===== config.mk =====
export PLATFORM = sky130hd
export DESIGN_NAME = load_store_unit
export DESIGN_NICKNAME = d
export VERILOG_FILES = /design/src/rtl/load_store_unit.sv
export SDC_FILE = /design/constraint.sdc
export NUM_CORES = 1
export LEC_CHECK = 0
export BUFFER_PORTS_ARGS = -buffer_cell sky130_fd_sc_hd__buf_2
export CAP_MARGIN = 10
export CORE_MARGIN = 8
export CORE_UTILIZATION = 44
export CTS_CLUSTER_SIZE = 28
export DETAILED_ROUTE_END_ITERATION = 6
export PLACE_DENSITY = 0.72
export SYNTH_ARGS = -nofsm -noshare
export SYNTH_HDL_FRONTEND = slang
export SYNTH_SLANG_ARGS = --single-unit

===== constraint.sdc =====
create_clock -name clk -period 3.25 [get_ports clk]
set_input_delay 0.1625 -clock clk [delete_from_list [all_inputs] [get_ports clk]]
set_output_delay 0.1625 -clock clk [all_outputs]
set_load 0.005 [all_outputs]

===== src/rtl/load_store_unit.sv =====
// Load/store unit between the execute/memory stage and a word-addressed data memory.
// Sub-word stores use read-modify-write; loads are sign- or zero-extended.
module load_store_unit #(
  parameter int unsigned MEM_WORDS = 255
) (
  input  logic        clk,
  input  logic        rst,
  input  logic        req_valid,
  output logic        req_ready,
  input  logic        req_we,
  input  logic [1:0]  req_size,
  input  logic        req_unsigned,
  input  logic [31:0] req_addr,
  input  logic [31:0] req_wdata,
  output logic        resp_valid,
  output logic [31:0] resp_rdata,
  output logic        resp_err,
  output logic [31:0] mem_address,
  output logic [31:0] mem_write_data,
  output logic        mem_write_enable,
  input  logic [31:0] mem_read_data
);

  typedef enum logic [1:0] {
    S_IDLE,
    S_READ,
    S_WRITE,
    S_DONE
  } state_t;

  localparam logic [1:0] SZ_BYTE = 2'b00;
  localparam logic [1:0] SZ_HALF = 2'b01;
  localparam logic [1:0] SZ_WORD = 2'b10;
  localparam logic [1:0] SZ_ILL  = 2'b11;

  state_t      state_q;
  logic        we_q;
  logic [1:0]  size_q;
  logic        uns_q;
  logic [31:0] addr_q;
  logic [15:0] wdata_q;
  logic        err_q;
  logic [31:0] data_q;

  logic        req_err;
  logic [31:0] load_ext;
  logic [31:0] merged;
  logic [31:0] shifted;
  logic [15:0] half_sel;

  always_comb begin
    req_err = 1'b0;
    if (req_size == SZ_ILL) req_err = 1'b1;
    if (req_size == SZ_HALF && req_addr[0]) req_err = 1'b1;
    if (req_size == SZ_WORD && req_addr[1:0] != 2'b00) req_err = 1'b1;
    if ({2'b00, req_addr[31:2]} >= MEM_WORDS) req_err = 1'b1;
  end

  always_comb begin
    shifted  = mem_read_data >> {addr_q[1:0], 3'b000};
    half_sel = addr_q[1] ? mem_read_data[31:16] : mem_read_data[15:0];
    load_ext = mem_read_data;
    merged   = mem_read_data;
    case (size_q)
      SZ_BYTE: begin
        load_ext = {{24{~uns_q & shifted[7]}}, shifted[7:0]};
        merged[{addr_q[1:0], 3'b000} +: 8] = wdata_q[7:0];
      end
      SZ_HALF: begin
        load_ext = {{16{~uns_q & half_sel[15]}}, half_sel};
        merged[{addr_q[1], 4'b0000} +: 16] = wdata_q;
      end
      default: ;
    endcase
  end

  always_ff @(posedge clk) begin
    if (rst) begin
      state_q <= S_IDLE;
      we_q    <= 1'b0;
      size_q  <= '0;
      uns_q   <= 1'b0;
      addr_q  <= '0;
      wdata_q <= '0;
      err_q   <= 1'b0;
      data_q  <= '0;
    end else begin
      case (state_q)
        S_IDLE: begin
          if (req_valid) begin
            we_q    <= req_we;
            size_q  <= req_size;
            uns_q   <= req_unsigned;
            addr_q  <= req_addr;
            wdata_q <= req_wdata[15:0];
            err_q   <= req_err;
            // word stores skip the read; the full store word becomes the write data directly
            data_q  <= (req_we && req_size == SZ_WORD) ? req_wdata : '0;
            if (req_err)
              state_q <= S_DONE;
            else if (req_we && req_size == SZ_WORD)
              state_q <= S_WRITE;
            else
              state_q <= S_READ;
          end
        end
        S_READ: begin
          if (we_q) begin
            data_q  <= merged;
            state_q <= S_WRITE;
          end else begin
            data_q  <= load_ext;
            state_q <= S_DONE;
          end
        end
        S_WRITE: state_q <= S_DONE;
        default: state_q <= S_IDLE;
      endcase
    end
  end

  always_comb begin
    req_ready        = (state_q == S_IDLE);
    resp_valid       = (state_q == S_DONE);
    resp_err         = (state_q == S_DONE) && err_q;
    resp_rdata       = (state_q == S_DONE && !we_q && !err_q) ? data_q : '0;
    mem_address      = (state_q == S_READ || state_q == S_WRITE) ? {addr_q[31:2], 2'b00} : '0;
    mem_write_data   = (state_q == S_WRITE) ? data_q : '0;
    mem_write_enable = (state_q == S_WRITE) && !rst;
  end

endmodule


# Word-level counts from Yosys, hierarchy flattened
# Cells that the tools add are included.
dict set report op_classes {
  add_sub_neg 2
  order_cmp 1
  eq_ne 8
  shifts 5
  n_mux 21
  n_bitwise 3
  n_reduce_logical 17
}
# op count
set op_table {}
lappend op_table {{2-to-1 mux 32 bit} 6}
lappend op_table {{one-hot mux 32 bit (2 select lines)} 3}
lappend op_table {{bitwise mux 32 bit} 2}
lappend op_table {{variable shift 16 x 7 -> 32 bit (first input constant)} 1}
lappend op_table {{variable shift 8 x 7 -> 32 bit (first input constant)} 1}
lappend op_table {{variable part select 16 x 7 -> 32 bit} 1}
lappend op_table {{variable part select 8 x 7 -> 32 bit} 1}
lappend op_table {{right shift 32 x 5 -> 8 bit} 1}
lappend op_table {{greater-or-equal comparator 30 x 8 -> 1 bit (second input constant)} 1}
lappend op_table {{2-to-1 mux 16 bit} 1}
lappend op_table {{negator 5 -> 7 bit} 2}
lappend op_table {{== test 2 bit (second input constant)} 4}
lappend op_table {{logical AND 1 bit} 7}
lappend op_table {{== test 2 x 1 -> 1 bit (second input constant)} 3}
lappend op_table {{2-to-1 mux 2 bit} 3}
lappend op_table {{one-hot mux 2 bit (3 select lines)} 1}
lappend op_table {{2-to-1 mux 1 bit} 5}
lappend op_table {{zero test 2 bit} 2}
lappend op_table {{AND reduction 2 bit} 2}
lappend op_table {{nonzero test 2 bit} 2}
lappend op_table {{zero test 1 bit} 3}
lappend op_table {{AND 1 bit} 2}
lappend op_table {{!= test 2 bit (second input constant)} 1}
lappend op_table {{logical OR 1 bit} 1}
lappend op_table {{inverter 1 bit} 1}
dict set report totals {
  regBits 87
}

# Longest topological paths before layout
dict set report depth {
  word_depth 8
  mapped_depth 10
  ltp_nobuf 7
}

# Worst setup path before layout
# No wires, ideal clock.
dict set report synth_timing {
  path_type {reg2reg}
  start {register addr_q[1]}
  end {register data_q[16]}
  setup_ns 0.122
  t_arrival_ns 2.023
  required_time_ns 3.128
  path_slack_ns 1.105
  path_stages_with_launch 11
  path_buffers 3
  path_cell_list {dfxtp_1 > buf_2 > inv_1 > buf_2 > ha_1 > nor2b_1 > and4_1 > buf_1 > nand2_1 > o21ai_0 > a221o_1}
}
dict set report synth_via {
  elab_chain_len 6
  elab_cells_between_ends 16
  classes_between {add/sub (2); shift (5); mux (7); bitwise (2)}
}
# element line
set synth_lines {}
lappend synth_lines {{start, declared} 40} ;# logic [31:0] addr_q;
lappend synth_lines {{start signal, assigned} 94} ;# addr_q <= req_addr;
lappend synth_lines {{negator 5 -> 7 bit (on tied branches)} {71, 67}}
lappend synth_lines {{variable part select 16 x 7 -> 32 bit (tied with other cells)} 71} ;# merged[{addr_q[1], 4'b0000} +: 16] = wdata_q;
lappend synth_lines {{bitwise mux 32 bit (on tied branches)} {71, 67}}
lappend synth_lines {{one-hot mux 32 bit (2 select lines)} 64} ;# case (size_q)
lappend synth_lines {{2-to-1 mux 32 bit *} 108} ;# if (we_q) begin
lappend synth_lines {{one-hot mux 32 bit (2 select lines) *} 88} ;# case (state_q)
lappend synth_lines {{end signal, assigned} 98} ;# data_q <= (req_we && req_size == SZ_WORD) ? req_wdata : '0;
lappend synth_lines {{end signal, assigned} 109} ;# data_q <= merged;
lappend synth_lines {{end signal, assigned} 112} ;# data_q <= load_ext;
lappend synth_lines {{end, declared} 43} ;# logic [31:0] data_q;
# Every way passes the cells marked *; elsewhere a longest branch is shown, timed or not.
# A chain may end at the register's enable or synchronous reset.

# Worst setup path after layout
dict set report layout_timing {
  start {register state_q[0]}
  end {register data_q[31]}
}
dict set report layout_via {
  elab_chain_len 3
  elab_cells_between_ends 6
  classes_between {eq/ne (2); mux (1); reduce/logical (3)}
}
# element line
set layout_lines {}
lappend layout_lines {{start, declared} 36} ;# state_t state_q;
lappend layout_lines {{start signal, assigned} 79} ;# state_q <= S_IDLE;
lappend layout_lines {{start signal, assigned} 100} ;# state_q <= S_DONE;
lappend layout_lines {{start signal, assigned} 102} ;# state_q <= S_WRITE;
lappend layout_lines {{== test 2 x 1 -> 1 bit / zero test 2 bit (equally long branches)} 88}
lappend layout_lines {{nonzero test 2 bit (no source line) / != test 2 bit (equally long branches)} -}
lappend layout_lines {{AND reduction 2 bit (no source line)} -}
# Parallel ways exist; a longest one is shown, timed or not.

==> results.sh <==
export IMPL_rows=42
export IMPL_die_area_mm2=0.0173
export IMPL_globalRouteMet2Util_pct=38.9
export IMPL_grt_max_degree=53
export IMPL_whs_ns=0.0589
export IMPL_grtUsageMet1_pct=28.5
export IMPL_synth_compound_area_share_pct=26.5
export IMPL_antenna_found_initial=2
export IMPL_busiest_layer="met2"
export IMPL_report_final_setup_viol=0
export IMPL_setup_slack_ns=0.848
export IMPL_numCtsBuffers=9
export IMPL_grt_pass1_wl_um=34300
export IMPL_r2r_slack_ns=0.85
export IMPL_yosys_area_share_adder_pct=1.91
export IMPL_layoutNonFillerInstCount=1144
export IMPL_wirelength_um=21500
export IMPL_synth_area_leaders="dfxtp_1, nand2_1, and2_1, a21oi_1, a211oi_1"
export IMPL_yosys_warnings=0
export IMPL_die_w_um=132
export IMPL_dr_pass1_iters=5
export IMPL_viasPerCell=5.66
export IMPL_clockBufferDepth=2
export IMPL_r2r_start="state_q[0]$_SDFFE_PP0P_"
export IMPL_arrival_ns=2.64
export IMPL_total_power_uw=4830
export IMPL_cts_resized=0
export IMPL_crit_path_top_delay_cell="nand2b_1"
export IMPL_dp_cells=1129
export IMPL_p_leak_uw=0.00310
export IMPL_cp_cell_sequence="inv_1 > ha_1 > mux2_2 > nand2b_1 > a211oi_1 > a211o_1"
export IMPL_track_usage_pct=24.1
export IMPL_period_needed_ns=2.40
export IMPL_synthMuxAreaShare_pct=6.69
export IMPL_cts_htree_levels=3
export IMPL_rsz0062_at_grt="false"
export IMPL_slew_headroom_pct=31.3
export IMPL_wire_per_inst_um=18.8
export IMPL_cp_start_kind="flop"
export IMPL_area_growth_pct=22.5
export IMPL_worst_hold_startpoint="req_unsigned"
export IMPL_core_mm2=0.0131
export IMPL_use_met3_pct=9.15
export IMPL_r2r_cells=6
export IMPL_drtAntennaViolNets=0
export IMPL_start_util_pct=44.8
export IMPL_clock_skew_ns=0.00310
export IMPL_cpLargestDelayFamily="simple AND/OR/NAND/NOR gates"
export IMPL_cts_tree="done"
export IMPL_finalCritPeriodShare_pct=73.9
export IMPL_r2r_end="data_q[31]$_SDFFE_PP0P_"
export IMPL_worstHoldPathCells=3
export IMPL_clock_sinks=87
export IMPL_ff_latch_area_mm2=0.00174
export IMPL_hold_viol=0
export IMPL_num_vias=6474
export IMPL_cap_violations=0
export IMPL_root_buffer="clkbuf_16"
export IMPL_critPathCaptureType="flop"
export IMPL_maxSlewViolCount=0
export IMPL_n_fill_cell=1336
export IMPL_ys_types=49
export IMPL_yosys_area_top_type="dfxtp_1"
export IMPL_hold_path_class="input port to flop"
export IMPL_drc=0
export IMPL_cts_hold_buf=0
export IMPL_drive_gt1_share_pct=26.5
export IMPL_outcome="finished clean"
export IMPL_max_stage_delay_ns=0.71
export IMPL_crit_buf_inv=1
export IMPL_post_cts_buffers=0
export IMPL_synth_xor_area_share_pct=0
export IMPL_p_per_area_mw_per_mm2=670
export IMPL_fin_nets=1076
export IMPL_overflow=0
export IMPL_synth_area_per_cell_um2=7.31
export IMPL_fmax_mhz=416
export IMPL_whs_endpoint="uns_q$_SDFFE_PP0P_"
export IMPL_netlist_area_leader_share_pct=29.6
export IMPL_port_buffers=200
export IMPL_synth_cells=805
export IMPL_ys_ff_latch=87
export IMPL_path_class="flop to flop"
export IMPL_drt_iter0_markers=505
export IMPL_insertion_delay_ns=0.35
export IMPL_io_pin_count=203
export IMPL_crit_fanout=23
export IMPL_grt_pass1_vias=6333
export IMPL_die_y_um=132
export IMPL_multi_input_area_mm2=0.00382
export IMPL_finalSetupTns_ns=0
export IMPL_post_place_ws_ns=0.839
export IMPL_clk_pin_slew_worst_paths_ns=0.06
export IMPL_ir_worst_vdd_uv=533
export IMPL_gp_congestion=0.896
export IMPL_cp_data_required_time_ns=3.49
export IMPL_synth_top_family_by_area="simple AND/OR/NAND/NOR gates"
export IMPL_tightestPinTransition_ns=1.03
export IMPL_hpwl_um=16000
export IMPL_seq_area_frac_synth_pct=29.6
export IMPL_syn_area_mm2=0.00589
export IMPL_yosys_area_share_simple_pct=29.5
## power breakdown
| group | switching (uW) | internal, uW |
|---|---|---|
| clock | 436 | 531 |
| combinational | 1430 | 846 |
| sequential | 256 | 1330 |
| total | 2120 | 2710 |
## metal layers
metal / part of all wire [%] / vias to the layer above
met5: 0.088 / -
met4: 2.7 / 4
met3: 11 / 50
met2: 45 / 337
met1: 41 / 2953
li1: - / 3130
## sequential cells by signal, indices dropped and copies added (netlist names)
name     flops
addr_q      32
data_q      32
err_q        1
size_q       2
state_q      2
uns_q        1
wdata_q     16
we_q         1
## cells in the mapped netlist, drive strengths merged
cell and n:
a2111oi 8, a211o 4, a211oi 27, a21boi 1, a21o 4, a21oi 91, a221o 13, a221oi 7
a22oi 17, a2bb2oi 3, a311oi 2, and2 99, and3 1, and3b 1, and4 2, buf 17
clkbuf 51, conb 1, dfxtp 87, ha 9, inv 12, mux2 5, mux2i 18, mux4 7
nand2 185, nand2b 3, nand3 3, nand3b 3, nand4 3, nor2 51, nor2b 4, nor3 6
nor3b 2, nor4 6, o211a 1, o211ai 8, o21a 1, o21ai 22, o21bai 1, o22ai 8
o311ai 7, o31ai 1, o32ai 1, or2 1, or3 1
## worst max-delay path by stage
stage / start / to / cells past startpoint
after floorplan: addr_q[1]$_SDFFE_PP0P_ / data_q[16]$_SDFFE_PP0P_ / 10
after global placement: state_q[0]$_SDFFE_PP0P_ / data_q[30]$_SDFFE_PP0P_ / 6
after global routing: state_q[1]$_SDFFE_PP0P_ / data_q[27]$_SDFFE_PP0P_ / 6
final: state_q[0]$_SDFFE_PP0P_ / data_q[31]$_SDFFE_PP0P_ / 6
after CTS: state_q[0]$_SDFFE_PP0P_ / data_q[31]$_SDFFE_PP0P_ / 6
after detailed placement: state_q[0]$_SDFFE_PP0P_ / data_q[31]$_SDFFE_PP0P_ / 6
## worst min-delay path: stages
cell	delay, ns
buf_2	0.10
nand2_1	0.05
a21oi_1	0.05
## layout make-up
cell class,count,share of cell area [%]
well taps,176,3.05
diodes,1,0.0347
flip-flops and latches,87,24.2
clock buffers,11,3.37
clock inverters,3,0.295
multi-input cells,639,53.0
inverters,12,0.625
repair buffers,215,15.4
## per-stage QoR
| stage | area, um^2 | utilization [%] |
|---|---|---|
| 3_3_place_gp | 6940 | 52.9 |
| 6_report | 7210 | 54.9 |
| 4_1_cts | 7210 | 54.9 |
| 3_5_place_dp | 6940 | 52.9 |
| 5_1_grt | 7210 | 54.9 |
| 2_1_floorplan | 5890 | - |
## placed cells by master (no fill, tap or decap), types with 7 or more instances in the layout
cell and instances:
a2111oi_2 7, a211oi_1 27, a21oi_1 91, a221o_1 13, a221oi_1 7, a22oi_1 17, and2_1 98, buf_2 200
buf_4 15, clkbuf_16 9, dfxtp_1 87, ha_1 8, inv_1 12, mux2i_1 18, mux4_2 7, nand2_1 184
nor2_1 51, o211ai_1 8, o21ai_0 22, o22ai_1 8, o311ai_0 7
## cells by family after synthesis
logic type / after synthesis
simple gates: 371
flops: 87
other cells: 1
compound gates: 227
buf+inv: 80
fa+ha+maj: 9
mux: 30
No activity file was read; power rests on OpenSTA's default activity.
